===== config.mk =====
export PLATFORM = sky130hd
export DESIGN_NAME = change_dispenser
export DESIGN_NICKNAME = d
export VERILOG_FILES = /design/src/rtl/change_dispenser.sv
export SDC_FILE = /design/constraint.sdc
export NUM_CORES = 1
export LEC_CHECK = 0
export CORE_ASPECT_RATIO = 1.1
export CORE_MARGIN = 4
export CORE_UTILIZATION = 28
export CTS_CLUSTER_DIAMETER = 200
export DETAILED_ROUTE_END_ITERATION = 6
export HOLD_SLACK_MARGIN = 0.02
export PLACE_DENSITY = 0.45
export REMOVE_ABC_BUFFERS = 1
export SLEW_MARGIN = 20
export SYNTH_ARGS = -nofsm -noshare
export SYNTH_HDL_FRONTEND = slang
export SYNTH_SLANG_ARGS = --single-unit

===== constraint.sdc =====
create_clock -name clock -period 4.9 [get_ports clock]
set_input_delay 0.735 -clock clock [delete_from_list [all_inputs] [get_ports clock]]
set_output_delay 0.735 -clock clock [all_outputs]
set_load 0.03 [all_outputs]

===== src/rtl/change_dispenser.sv =====
// Greedy 25/10/5 change payout with hopper strobes and recovery gaps.
// Optional hopper inventory: define CHANGE_INVENTORY_EN.
module change_dispenser #(
  parameter int AMOUNT_W   = 8,
  parameter int GAP_CYCLES = 1,
  parameter int INV_W      = 6,
  parameter int INIT_COUNT = 10
) (
  input  logic                clock,
  input  logic                reset,
  input  logic                changeValid,
  input  logic [AMOUNT_W-1:0] changeAmount,
  output logic                changeReady,
  output logic                fiveRupeesOut,
  output logic                tenRupeesOut,
  output logic                twentyFiveRupeesOut,
  output logic                changeDone,
  output logic                changeError,
  output logic [AMOUNT_W-1:0] residue,
  input  logic                refill,
  output logic [2:0]          coinsEmpty
);

  typedef enum logic [1:0] {IDLE, PAY, GAP} state_t;

  localparam int GW = $clog2(GAP_CYCLES + 1);
  localparam logic [INV_W-1:0] INIT_V = INV_W'(INIT_COUNT);
  localparam logic [AMOUNT_W-1:0] C5  = AMOUNT_W'(5);
  localparam logic [AMOUNT_W-1:0] C10 = AMOUNT_W'(10);
  localparam logic [AMOUNT_W-1:0] C25 = AMOUNT_W'(25);

  state_t              state;
  state_t              nstate;
  logic [AMOUNT_W-1:0] remaining;
  logic [GW-1:0]       gap_cnt;
  logic [2:0]          avail;
  logic [2:0]          pick;
  logic [AMOUNT_W-1:0] coin;
  logic                bad;
  logic                accept;
  logic                ready_d;
  logic [2:0]          strobe_d;
  logic                done_d;
  logic                err_d;

  assign accept = changeValid && changeReady;
  assign bad    = (remaining % C5) != '0;

  // Greedy coin choice: largest in-stock coin not exceeding remaining
  always_comb begin
    pick = 3'b000;
    coin = '0;
    if (state == PAY && !bad) begin
      if (remaining >= C25 && avail[2]) begin
        pick = 3'b100;
        coin = C25;
      end else if (remaining >= C10 && avail[1]) begin
        pick = 3'b010;
        coin = C10;
      end else if (remaining >= C5 && avail[0]) begin
        pick = 3'b001;
        coin = C5;
      end
    end
  end

  // State register
  always_ff @(posedge clock or negedge reset) begin
    if (!reset) state <= IDLE;
    else        state <= nstate;
  end

  // Next-state logic
  always_comb begin
    nstate = state;
    unique case (state)
      IDLE:    if (accept) nstate = PAY;
      PAY:     nstate = (pick != 3'b000) ? GAP : IDLE;
      GAP:     if (gap_cnt == '0) nstate = PAY;
      default: nstate = IDLE;
    endcase
  end

  // Next values of the registered outputs
  always_comb begin
    ready_d  = 1'b0;
    strobe_d = 3'b000;
    done_d   = 1'b0;
    err_d    = 1'b0;
    unique case (state)
      IDLE: ready_d = !accept;
      PAY: begin
        strobe_d = pick;
        done_d   = (remaining == '0);
        err_d    = (remaining != '0) && (pick == 3'b000);
      end
      default: ;
    endcase
  end

  // Output registers
  always_ff @(posedge clock or negedge reset) begin
    if (!reset) begin
      changeReady         <= 1'b1;
      twentyFiveRupeesOut <= 1'b0;
      tenRupeesOut        <= 1'b0;
      fiveRupeesOut       <= 1'b0;
      changeDone          <= 1'b0;
      changeError         <= 1'b0;
    end else begin
      changeReady         <= ready_d;
      twentyFiveRupeesOut <= strobe_d[2];
      tenRupeesOut        <= strobe_d[1];
      fiveRupeesOut       <= strobe_d[0];
      changeDone          <= done_d;
      changeError         <= err_d;
    end
  end

  // Amount bookkeeping, gap timer and residue capture
  always_ff @(posedge clock or negedge reset) begin
    if (!reset) begin
      remaining <= '0;
      gap_cnt   <= '0;
      residue   <= '0;
    end else begin
      if (accept) begin
        remaining <= changeAmount;
        residue   <= '0;
      end else if (pick != 3'b000) begin
        remaining <= remaining - coin;
        gap_cnt   <= GW'(GAP_CYCLES - 1);
      end else if (state == GAP && gap_cnt != '0) begin
        gap_cnt <= gap_cnt - 1'b1;
      end
      if (err_d) residue <= remaining;
    end
  end

`ifdef CHANGE_INVENTORY_EN
  logic [INV_W-1:0] cnt25;
  logic [INV_W-1:0] cnt10;
  logic [INV_W-1:0] cnt5;

  assign avail      = {cnt25 != '0, cnt10 != '0, cnt5 != '0};
  assign coinsEmpty = ~avail;

  // Hopper counters; refill beats a same-cycle ejection
  always_ff @(posedge clock or negedge reset) begin
    if (!reset) begin
      cnt25 <= INIT_V;
      cnt10 <= INIT_V;
      cnt5  <= INIT_V;
    end else if (refill) begin
      cnt25 <= INIT_V;
      cnt10 <= INIT_V;
      cnt5  <= INIT_V;
    end else begin
      if (pick[2]) cnt25 <= cnt25 - 1'b1;
      if (pick[1]) cnt10 <= cnt10 - 1'b1;
      if (pick[0]) cnt5  <= cnt5 - 1'b1;
    end
  end
`else
  logic unused_sink;

  assign avail       = 3'b111;
  assign coinsEmpty  = 3'b000;
  assign unused_sink = ^{refill, INIT_V};
`endif

endmodule


Word level (Yosys, flattened, before mapping). Index checks and enable logic that the tools add are counted.

Register bits after elaboration: 25. Output and inout port bits: 17. Word-level logic and storage cells: 60.

Add/sub/neg operators: 2. Divide/modulo/power cells: 1. Order comparisons: 3. Equal/unequal tests: 4. Multiplexer cells: 22. Bitwise logic cells: 1. Reduce and logical (&&, ||, !) cells: 17.

Operators by type and width (count): 8-bit two-way mux (6); 8-bit nonzero test (2); 3-bit two-way mux (4); 8-bit by 3-bit >= comparator with 1-bit output (second input constant) (1); 8-bit by 4-bit >= comparator with 1-bit output (second input constant) (1); 8-bit by 5-bit >= comparator with 1-bit output (second input constant) (1); 8-bit logical NOT (1); 8-bit by 3-bit remainder unit with 8-bit output (second input constant) (1); 2-bit two-way mux (4); 8-bit subtractor (1); 1-bit two-way mux (6); 2-bit one-hot mux with 3 select lines (1); 2-bit nonzero test (3); 1-bit logical AND (4); 4-bit two-way mux (1); 2-bit != test (second input constant) (2); 2-bit AND reduction (2); 3-bit logical NOT (1); 3-bit nonzero test (1); 2-bit by 1-bit equality test with 1-bit output (second input constant) (1); 2-bit equality test (second input constant) (1); 1-bit logical NOT (2); 2-bit logical NOT (1); 1-bit inverter (1); 1-bit subtractor (second input constant) (1).

Longest topological paths before layout. Gate-level depths: netlist (run 1).

Word-level depth: 9. Gate-level depth with buffers: 28.

Worst setup path before layout (run 1). Ideal clock, no wire load.

Path kind: flip-flop to flip-flop. Start: reg remaining[3]. End: reg remaining[6]. Arrival time: 4.650 ns. Data required time: 4.818 ns. Setup slack: 0.168 ns. Stages on the path, launching flop included: 28. Clock period less this slack: 4.732 ns. Cells stage by stage: dfrtp_1 -> buf_2 -> and2b_1 -> xnor2_1 -> and3_1 -> or3_1 -> nor2_1 -> ha_1 -> inv_1 -> o211ai_1 -> o31ai_1 -> o22ai_1 -> a221oi_1 -> a221oi_2 -> nand4_1 -> clkbuf_1 -> nor2_1 -> inv_1 -> nand2_1 -> ha_1 -> inv_1 -> fa_1 -> a21o_1 -> a21oi_1 -> nand2b_1 -> nand4b_1 -> or3_1 -> a31oi_1.

Word-level cells in the longest chain between the ends: 8.

RTL lines: start: declaration (line 34) `logic [AMOUNT_W-1:0] remaining;`; start signal: assignment (line 128) `remaining <= changeAmount;`; start signal: assignment (line 131) `remaining <= remaining - coin;`; 8-bit by 3-bit remainder unit with 8-bit output / 8-bit by 3-bit >= comparator with 1-bit output (equally long branches) (line 47, 60); 8-bit nonzero test / 3-bit two-way mux (equally long branches) (line 47, 60); 1-bit logical NOT / 4-bit two-way mux (equally long branches) (line 53, 57); 1-bit logical AND / 8-bit two-way mux (equally long branches) (line 53, 54); 8-bit two-way mux (line 53) `if (state == PAY && !bad) begin`; 8-bit subtractor (line 131); 8-bit two-way mux (line 130) `end else if (pick != 3'b000) begin`; 8-bit two-way mux (line 127) `if (accept) begin`.

Several ways; a longest one is shown, not always the timed one. The select of a mux whose other input is x is not followed. A chain may end at the register's enable or synchronous reset.

Worst setup path in the final report (run 1).
Start: reg remaining[2]. End: reg remaining[6].

The elaborated chain is that of the path after synthesis.

==> results of run 1 <==
-- metal layers --
layer	global-route usage, %	share of wire (%)	vias to the layer above
li1	-	-	1070
met1	17.5	43	1081
met2	26.5	55	34
met3	1.42	2.1	5
met4	3.09	0.59	0
met5	0	0	-
-- cells by family after synthesis --
kind of cell	after synthesis	synth area share (%)
other	1	0.173
flip-flops	25	29.0
AO/OA/AOI/OAI	70	22.7
buffers and inverters	39	9.03
adder cells (fa/ha/maj)	8	4.98
multiplexers	10	4.75
AND/OR/NAND/NOR	107	26.9
XOR/XNOR	6	2.43
-- final cells by class --
cell class              instances  area, um^2  area share [%]
multi-input cells             204        1510            50.0
inverters                      15        56.3            1.86
clock inverters                 1        7.51           0.248
well taps                     105         131            4.34
flip-flops and latches         25         632            20.9
clock buffers                   3        41.3            1.36
repair buffers                 75         643            21.3
-- placed cells by master, fill, tap and decap left out, types with 3 or more instances in the layout --
cell / count
nand3_1: 3
nand3b_1: 4
clkdlybuf4s50_1: 24
dfrtp_2: 4
nor3_1: 8
nor3b_1: 3
and2_1: 3
ha_1: 4
nor4_1: 4
dfrtp_1: 20
nor2_1: 15
o31a_1: 3
nand2_1: 26
a21o_1: 3
nand2b_1: 4
nor2b_1: 6
a211oi_1: 3
and3b_1: 3
a21oi_1: 11
buf_4: 48
conb_1: 3
mux2i_1: 8
a31oi_1: 5
o21ai_0: 11
inv_1: 13
nand3_2: 3
clkbuf_8: 3
xnor2_1: 3
-- cells in the mapped netlist (6+ instances only) --
cell type | instances | area [um^2]
a21oi_1 | 13 | 65.1
a31oi_1 | 6 | 37.5
buf_2 | 9 | 45.0
clkbuf_1 | 8 | 30.0
dfrtp_1 | 24 | 601
ha_1 | 7 | 87.6
inv_1 | 15 | 56.3
mux2i_1 | 8 | 80.1
nand2_1 | 26 | 97.6
nand2b_1 | 6 | 37.5
nand3_1 | 6 | 30.0
nor2_1 | 18 | 67.6
nor2b_1 | 6 | 37.5
nor3_1 | 9 | 45.0
o21ai_0 | 13 | 65.1
-- power by group through the flow --
stage	Clock [uW]	Sequential, uW	Combinational [uW]
6_report	131	368	1910
5_1_grt	143	378	2060
4_1_cts	137	360	1640
3_5_place_dp	0	364	1610
3_3_place_gp	0	364	1610
2_1_floorplan	0	491	854
-- metrics by stage --
stage | total power [uW] | setup WS, ps | instances | area, um^2
floorplan | 1350 | 0.984 | 244 | 2030
global placement | 1970 | 2.55 | 417 | 2750
detailed placement | 1980 | -51.7 | 417 | 2750
CTS | 2130 | 17.4 | 421 | 2820
global route | 2580 | -75.7 | 428 | 3030
finish | 2410 | 182 | 428 | 3030
-- critical path: stages (launching register included) --
cell and delay, ps:
dfrtp_2 460, nor4bb_1 310, buf_4 170, nand2_1 80
a21oi_2 180, or3_4 170, nor2_4 50, ha_4 150
buf_4 140, o31ai_4 250, o22ai_4 120, and2_4 180
a221oi_4 270, nand4_1 180, nor2_2 170, inv_2 50
nand2_1 70, ha_2 170, inv_2 40, fa_2 360
a21o_1 200, a21oi_2 130, nand2b_4 140, nand4b_1 100
or3_1 360, a31oi_1 160
-- sequential cells by signal, summed over array words and instances (netlist names) --
signal,count
fiveRupeesOut,1
residue,8
remaining,8
twentyFiveRupeesOut,1
changeDone,1
gap_cnt,1
tenRupeesOut,1
changeReady,1
changeError,1
state,2
-- worst max-delay path by stage --
stage	start	end	slack [ps]	cells past startpoint
final	remaining[2]$_DFFE_PN0P_	remaining[6]$_DFFE_PN0P_	180	25
after global routing	remaining[2]$_DFFE_PN0P_	remaining[6]$_DFFE_PN0P_	-80	25
after CTS	remaining[2]$_DFFE_PN0P_	remaining[6]$_DFFE_PN0P_	20	25
after detailed placement	remaining[3]$_DFFE_PN0P_	remaining[6]$_DFFE_PN0P_	-50	25
after global placement	remaining[3]$_DFFE_PN0P_	remaining[6]$_DFFE_PN0P_	3	25
after floorplan	remaining[6]$_DFFE_PN0P_	remaining[6]$_DFFE_PN0P_	1	25
-- what timing repair did --
item	CTS	global route
pin swaps	1	20
resized for setup	6	36
buffers inserted	0	7
endpoints found under the setup margin	1	4
==> results.txt, run 1 <==
status: finished, final reports clean
Final ANT Viol Nets: 0
number of buffers created by CTS: 3
Post-DP HPWL: 5050 um
CP required: 5100 ps
Die Span Y: 100 um
TritonCTS clock tree: built
Global Route Usage Sum: 14.2%
RePlAce Congestion: 0.818
Flop pwr share: 15.3%
core area: 7470 um^2
drt wl/cell: 15.8 um
die width: 91.8 um
final wirelength: 6780 um
Worst Hold Class: reg2reg
post-synth cell types: 60
cts hold-fix bufs: 0
Max Freq: 0.212 GHz
maxcap violations: 0
post-synthesis sequential area ratio: 29.0%
number of port buffers: 24
CTS Root Cell: clkbuf_8
final setup TNS: 0 ps
Final Max Tran Viols: 0
Pint: 1250 uW
Cells after Synth: 266
DR vias/cell: 5.12
Ant. Diodes: 0
CP max FO: 5
clk_lat worst skew: 280 ps
flops & latches, synth: 25
initial detailed-routing violation count: 90
first-pass GRT wire length: 10500 um
Reg clk slew, reported paths: 100 ps
die footprint: 9190 um^2
Avg Cell Area, Syn: 8.13 um^2
GRT overflow: 0
initial core utilization: 28.9%
combinational share of power: 79.3%
asr flop ratio synth: 100%
first-pass detailed-route iteration total: 4
Clock power frac: 5.4%
switching part of the total: 48.1%
DRC viols: 0
Final Hold Viols: 0
RR Endpoint: remaining[6]$_DFFE_PN0P_
r2r startpoint: remaining[2]$_DFFE_PN0P_
pin count of the biggest net entering global routing: 26
Hold Path Stages: 1
crit path time final: 4720 ps
Nets: 344
Finished Core Util: 40.5%
CP startpoint kind: flop
vias in the first global route: 2106
via count: 2190
hold_ws: 442 ps
crit path kind: reg2reg
Yosys warning count: 0
Worst Skew: 9.24 ps
Top FF cell, synth: dfrtp_1
# fillers: 776
final period utilization: 96.3%
leak pwr: 0.00126 uW
worst-margin pin slew: 720 ps
peak supply drop: 0.328 mV
Post-synth EDFFs: 0
final setup fails: 0
Rows: 33
Net Switching: 1160 uW
CP arrival: 4920 ps
share of cells above drive strength 1: 30.3%
initial antenna violation count: 0
Num Clock Sinks: 25
clk buf depth: 2
io pins: 29
area delta synth->final: 39.9%
Critical Path Sink Type: flop
R2R cell count: 25
FF-to-FF setup slack: 180 ps
max_slew headroom: 51.9%
CTS H-tree lvls: 1
min-delay src: state[1]$_DFFE_PN0P_
mapped cell area: 2160 um^2
hold endpoint: changeReady$_DFF_PN1_
pwr/cell area: 796 nW/um^2
Power figures use the tool's default switching activity.
==> run 2, diff against run 1 <==
- CORE_ASPECT_RATIO: 1.1 -> default
- CORE_MARGIN: 4 -> default
==> run 2 against run 1 <==
  * Cell count fell by 0.70%
  * Highest routed layer unchanged
  * Via count down 3.5%
  * Non-clock buffer count is 3 higher
  * Final area fell by 2.5%
  * Combinational power barely moved
  * Sequential power down 2%
==> results.txt, run 2 (synthesis gave the netlist of run 1 again) <==
Global Route Usage Sum: 15.8%
peak supply drop: 0.247 mV
Post-DP HPWL: 4770 um
GRT overflow: 0
share of cells above drive strength 1: 25.8%
maxcap violations: 0
core area: 7370 um^2
area delta synth->final: 36.5%
number of port buffers: 24
initial core utilization: 29.3%
final setup fails: 0
initial detailed-routing violation count: 84
Final Hold Viols: 0
CP arrival: 4900 ps
Final ANT Viol Nets: 0
pwr/cell area: 807 nW/um^2
CP max FO: 4
Regs by FF count: remaining: 8 flops, residue: 8 flops, state: 2 flops
RR Endpoint: remaining[6]$_DFFE_PN0P_
final setup TNS: 0 ps
CTS Root Cell: clkbuf_8
Ant. Diodes: 0
die width: 89.9 um
Nets: 347
first-pass GRT wire length: 10300 um
final period utilization: 95.9%
RePlAce Congestion: 0.841
Hold Path Stages: 1
Die Span Y: 89.9 um
Critical Path Sink Type: flop
max_slew headroom: 51.2%
Worst Skew: 3.77 ps
final wirelength: 6370 um
leak pwr: 0.00126 uW
DR vias/cell: 4.97
final non-filler cell total: 425
io pins: 29
commonest non-fill, non-tap cell in the layout: buf_4
Num Clock Sinks: 25
status: finished, final reports clean
hold endpoint: changeReady$_DFF_PN1_
dpl ws: -0.419 ps
die footprint: 8080 um^2
met1 Resource Use GR: 22.8%
CP startpoint kind: flop
Final Max Tran Viols: 0
CTS H-tree lvls: 1
min setup slack post-route: 202 ps
Rows: 31
DRC viols: 0
met2 Usage GRT: 25.1%
vias in the first global route: 2028
pin count of the biggest net entering global routing: 26
placed insts: 416
layer with the highest usage: met2
met3 Usage GRT: 2.28%
total power: 2380 uW
Max Freq: 0.213 GHz
clk buf depth: 2
worst-margin pin slew: 731 ps
CP required: 5100 ps
crit path kind: reg2reg
clk_lat worst skew: 280 ps
number of buffers created by CTS: 3
most frequent cells in the layout: 53 x buf_4, 26 x nand2_1, 24 x clkdlybuf4s50_1
FF-to-FF setup slack: 200 ps
cts hold-fix bufs: 0
via count: 2114
first-pass detailed-route iteration total: 4
Reg clk slew, reported paths: 90 ps
drt wl/cell: 15.0 um
r2r startpoint: remaining[6]$_DFFE_PN0P_
min-delay src: state[1]$_DFFE_PN0P_
TritonCTS clock tree: built
initial antenna violation count: 0
crit path time final: 4700 ps
Worst Hold Class: reg2reg
R2R cell count: 25
-- run 2: cell count changes in the layout (fill, tap and decap cells not counted), sizes merged --
cell | before | now
buf | 51 | 54
clkinv | 0 | 1
clkinvlp | 1 | 0
-- run 2: area by class of cell --
cell class,count,area (um^2)
Clock inverter,1,5.00
Tap cell,99,124
Timing Repair Buffer,78,658
Clock buffer,3,41.3
Inverter,15,56.3
Fill cell,765,4420
Multi-Input combinational cell,204,1440
Sequential cell,25,628
-- run 2: critical path, cell delays in order (launching register included) --
cell and delay [ps]:
dfrtp_1 470, inv_1 130, xnor2_1 160, and3_1 170, or3_4 390, nor2_4 140
ha_4 160, inv_1 60, o211ai_1 100, o31ai_1 130, o22ai_2 170, buf_4 150
a31o_2 140, a31o_2 180, and4_4 230, nand3_1 90, nand2_1 90, ha_1 140
inv_1 60, fa_2 340, a21o_1 170, a21oi_2 140, nand2b_4 140, nand4b_1 120
or3_1 390, a31oi_1 160
-- run 2: repair_timing --
action	CTS	global route
resized for setup	2	19
setup buffers	0	5
gates cloned	0	0
hold endpoints to repair	0	0
setup endpoints to repair	1	5
pin swaps	0	14
-- run 2: worst max path at each step --
stage	startpoint	end	slack [ps]
final	remaining[6]$_DFFE_PN0P_	remaining[6]$_DFFE_PN0P_	200
after global routing	remaining[3]$_DFFE_PN0P_	remaining[6]$_DFFE_PN0P_	-90
after CTS	remaining[3]$_DFFE_PN0P_	remaining[6]$_DFFE_PN0P_	7
after detailed placement	remaining[2]$_DFFE_PN0P_	remaining[6]$_DFFE_PN0P_	-0.4
after global placement	remaining[2]$_DFFE_PN0P_	remaining[6]$_DFFE_PN0P_	40
after floorplan	remaining[6]$_DFFE_PN0P_	remaining[6]$_DFFE_PN0P_	1
-- run 2: stage by stage --
step | hold WS, ps | utilization (%) | cell area [um^2]
final | 459 | 40.0 | 2950
after global routing | 471 | 40.0 | 2950
after CTS | 452 | 38.4 | 2830
after detailed placement | 421 | 37.7 | 2780
after global placement | 432 | 37.7 | 2780
after floorplan | 401 | - | 2030
-- run 2: routing by layer --
| layer | routed length (um) | vias to the layer above |
|---|---|---|
| met1 | 3270 | 1003 |
| met2 | 2910 | 33 |
| met4 | 50 | 0 |
| met3 | 141 | 4 |
| met5 | 0 | - |
| li1 | - | 1074 |
-- run 2: power by group --
part	internal, uW	switching, uW
clock network	57.2	70.5
logic	915	979
registers	290	69.8
total	1260	1120
==> run 3, diff against run 2 <==
==> constraint.sdc (replaced) <==
create_clock -name clock -period 4.9 [get_ports clock]
set_input_delay 0.98 -clock clock [delete_from_list [all_inputs] [get_ports clock]]
set_output_delay 0.98 -clock clock [all_outputs]
set_load 0.03 [all_outputs]
==> run 3 against run 2 <==
  * Maximum frequency increased by 1.1%
  * Highest routed layer unchanged
  * Clock skew about the same
  * Largest cell class unchanged
  * First-iteration DRC count increased by 85%
  * Utilization decreased by 0.22 points
  * Sequential power about the same
  * Largest power group unchanged
==> results.txt, run 3 (synthesis gave the netlist of run 1 again) <==
status: finished, final reports clean
initial antenna violation count: 0
r2r startpoint: remaining[3]$_DFFE_PN0P_
die footprint: 8080 um^2
clk_lat worst skew: 270 ps
CP max-delay cell: dfrtp_1
Num Clock Sinks: 25
vias in the first global route: 2041
cts hold-fix bufs: 0
CP arrival: 4840 ps
Finished Cell Area: 2930 um^2
number of buffers created by CTS: 3
share of cells above drive strength 1: 26.5%
Ant. Diodes: 0
DRC viols: 0
final setup fails: 0
DR vias/cell: 5.07
Max Freq: 0.215 GHz
io pins: 29
area delta synth->final: 35.7%
Reg clk slew, reported paths: 90 ps
Worst Skew: 4.09 ps
peak supply drop: 0.212 mV
stages on the worst setup path: 26
worst-margin pin slew: 717 ps
commonest non-fill, non-tap cell in the layout: buf_4
RePlAce Congestion: 0.900
most frequent cells in the layout: 52 x buf_4, 26 x nand2_1, 24 x clkdlybuf4s50_1
final wirelength: 6330 um
GRT overflow: 0
hold_ws: 459 ps
first-pass detailed-route iteration total: 4
die width: 89.9 um
Regs by FF count: remaining: 8 flops, residue: 8 flops, state: 2 flops
unrepaired setup endpoints after global routing: true
CP startpoint kind: flop
first-pass GRT wire length: 10400 um
via count: 2150
CTS Root Cell: clkbuf_8
maxcap violations: 0
Final Hold Viols: 0
final period utilization: 94.9%
Global Route Usage Sum: 15.8%
Final Max Tran Viols: 0
R2R cell count: 26
core area: 7370 um^2
TritonCTS clock tree: built
pin count of the biggest net entering global routing: 26
delay-heaviest family, CP: simple AND/OR/NAND/NOR gates
crit path kind: reg2reg
clk buf depth: 2
Nets: 346
min-delay src: state[1]$_DFFE_PN0P_
CP bufs+invs: 4
Post-DP HPWL: 4850 um
Rows: 31
CP max FO: 4
Final ANT Viol Nets: 0
critical path's largest stage delay: 400 ps
Post-DP Area: 2790 um^2
final non-filler cell total: 424
crit-path most repeated cell: inv_1
CP endpoint: remaining[6]$_DFFE_PN0P_
initial core utilization: 29.3%
initial detailed-routing violation count: 155
Critical Path Sink Type: flop
Die Span Y: 89.9 um
number of port buffers: 24
drt wl/cell: 14.9 um
leak pwr: 0.00125 uW
FF-to-FF setup slack: 250 ps
crit path time final: 4650 ps
Worst Hold Class: reg2reg
CP startpoint: remaining[3]$_DFFE_PN0P_
pwr/cell area: 790 nW/um^2
CTS H-tree lvls: 1
CP required: 5100 ps
final setup TNS: 0 ps
placed insts: 419
max_slew headroom: 52.1%
RR Endpoint: remaining[6]$_DFFE_PN0P_
Finished Core Util: 39.8%
==> run 3: worst min-delay path by stage <==
stage,endpoint,depth (start not counted),slack [ps]
after floorplan,changeReady$_DFF_PN1_,1,400
after global placement,changeReady$_DFF_PN1_,1,430
after detailed placement,changeReady$_DFF_PN1_,1,420
after CTS,changeReady$_DFF_PN1_,1,450
after global routing,changeReady$_DFF_PN1_,1,480
final,changeReady$_DFF_PN1_,1,460
==> run 3: repair_timing <==
item	CTS	global route
buffers inserted	0	1
pin swaps	1	9
setup endpoints to repair	1	5
resized for setup	3	20
==> run 3: power breakdown <==
part	switching [uW]	internal [uW]
clock	68.1	57.0
combinational	956	877
sequential	69.5	291
total	1090	1220
==> run 3: metal layers <==
layer / up-vias / wire [um] / GRT usage [%]
met1: 1013 / 3250 / 23.0
met3: 2 / 215 / 2.28
li1: 1082 / - / -
met4: 0 / 15 / 3.09
met5: - / 0 / 0
met2: 53 / 2850 / 24.8
==> run 3: layout make-up <==
cell class	instances	area, um^2
flip-flops and latches	25	629
multi-input cells	204	1440
repair buffers	77	642
clock inverters	1	5.00
clock buffers	3	41.3
well taps	99	124
inverters	15	56.3
fillers	779	4440
==> run 3: through the flow <==
| stage | total power [uW] | worst slack (ps) |
|---|---|---|
| after floorplan | 1350 | 0.984 |
| after global placement | 2060 | 40.8 |
| after detailed placement | 2060 | -3.63 |
| after CTS | 2200 | 18.0 |
| after global routing | 2520 | -47.0 |
| final | 2320 | 251 |
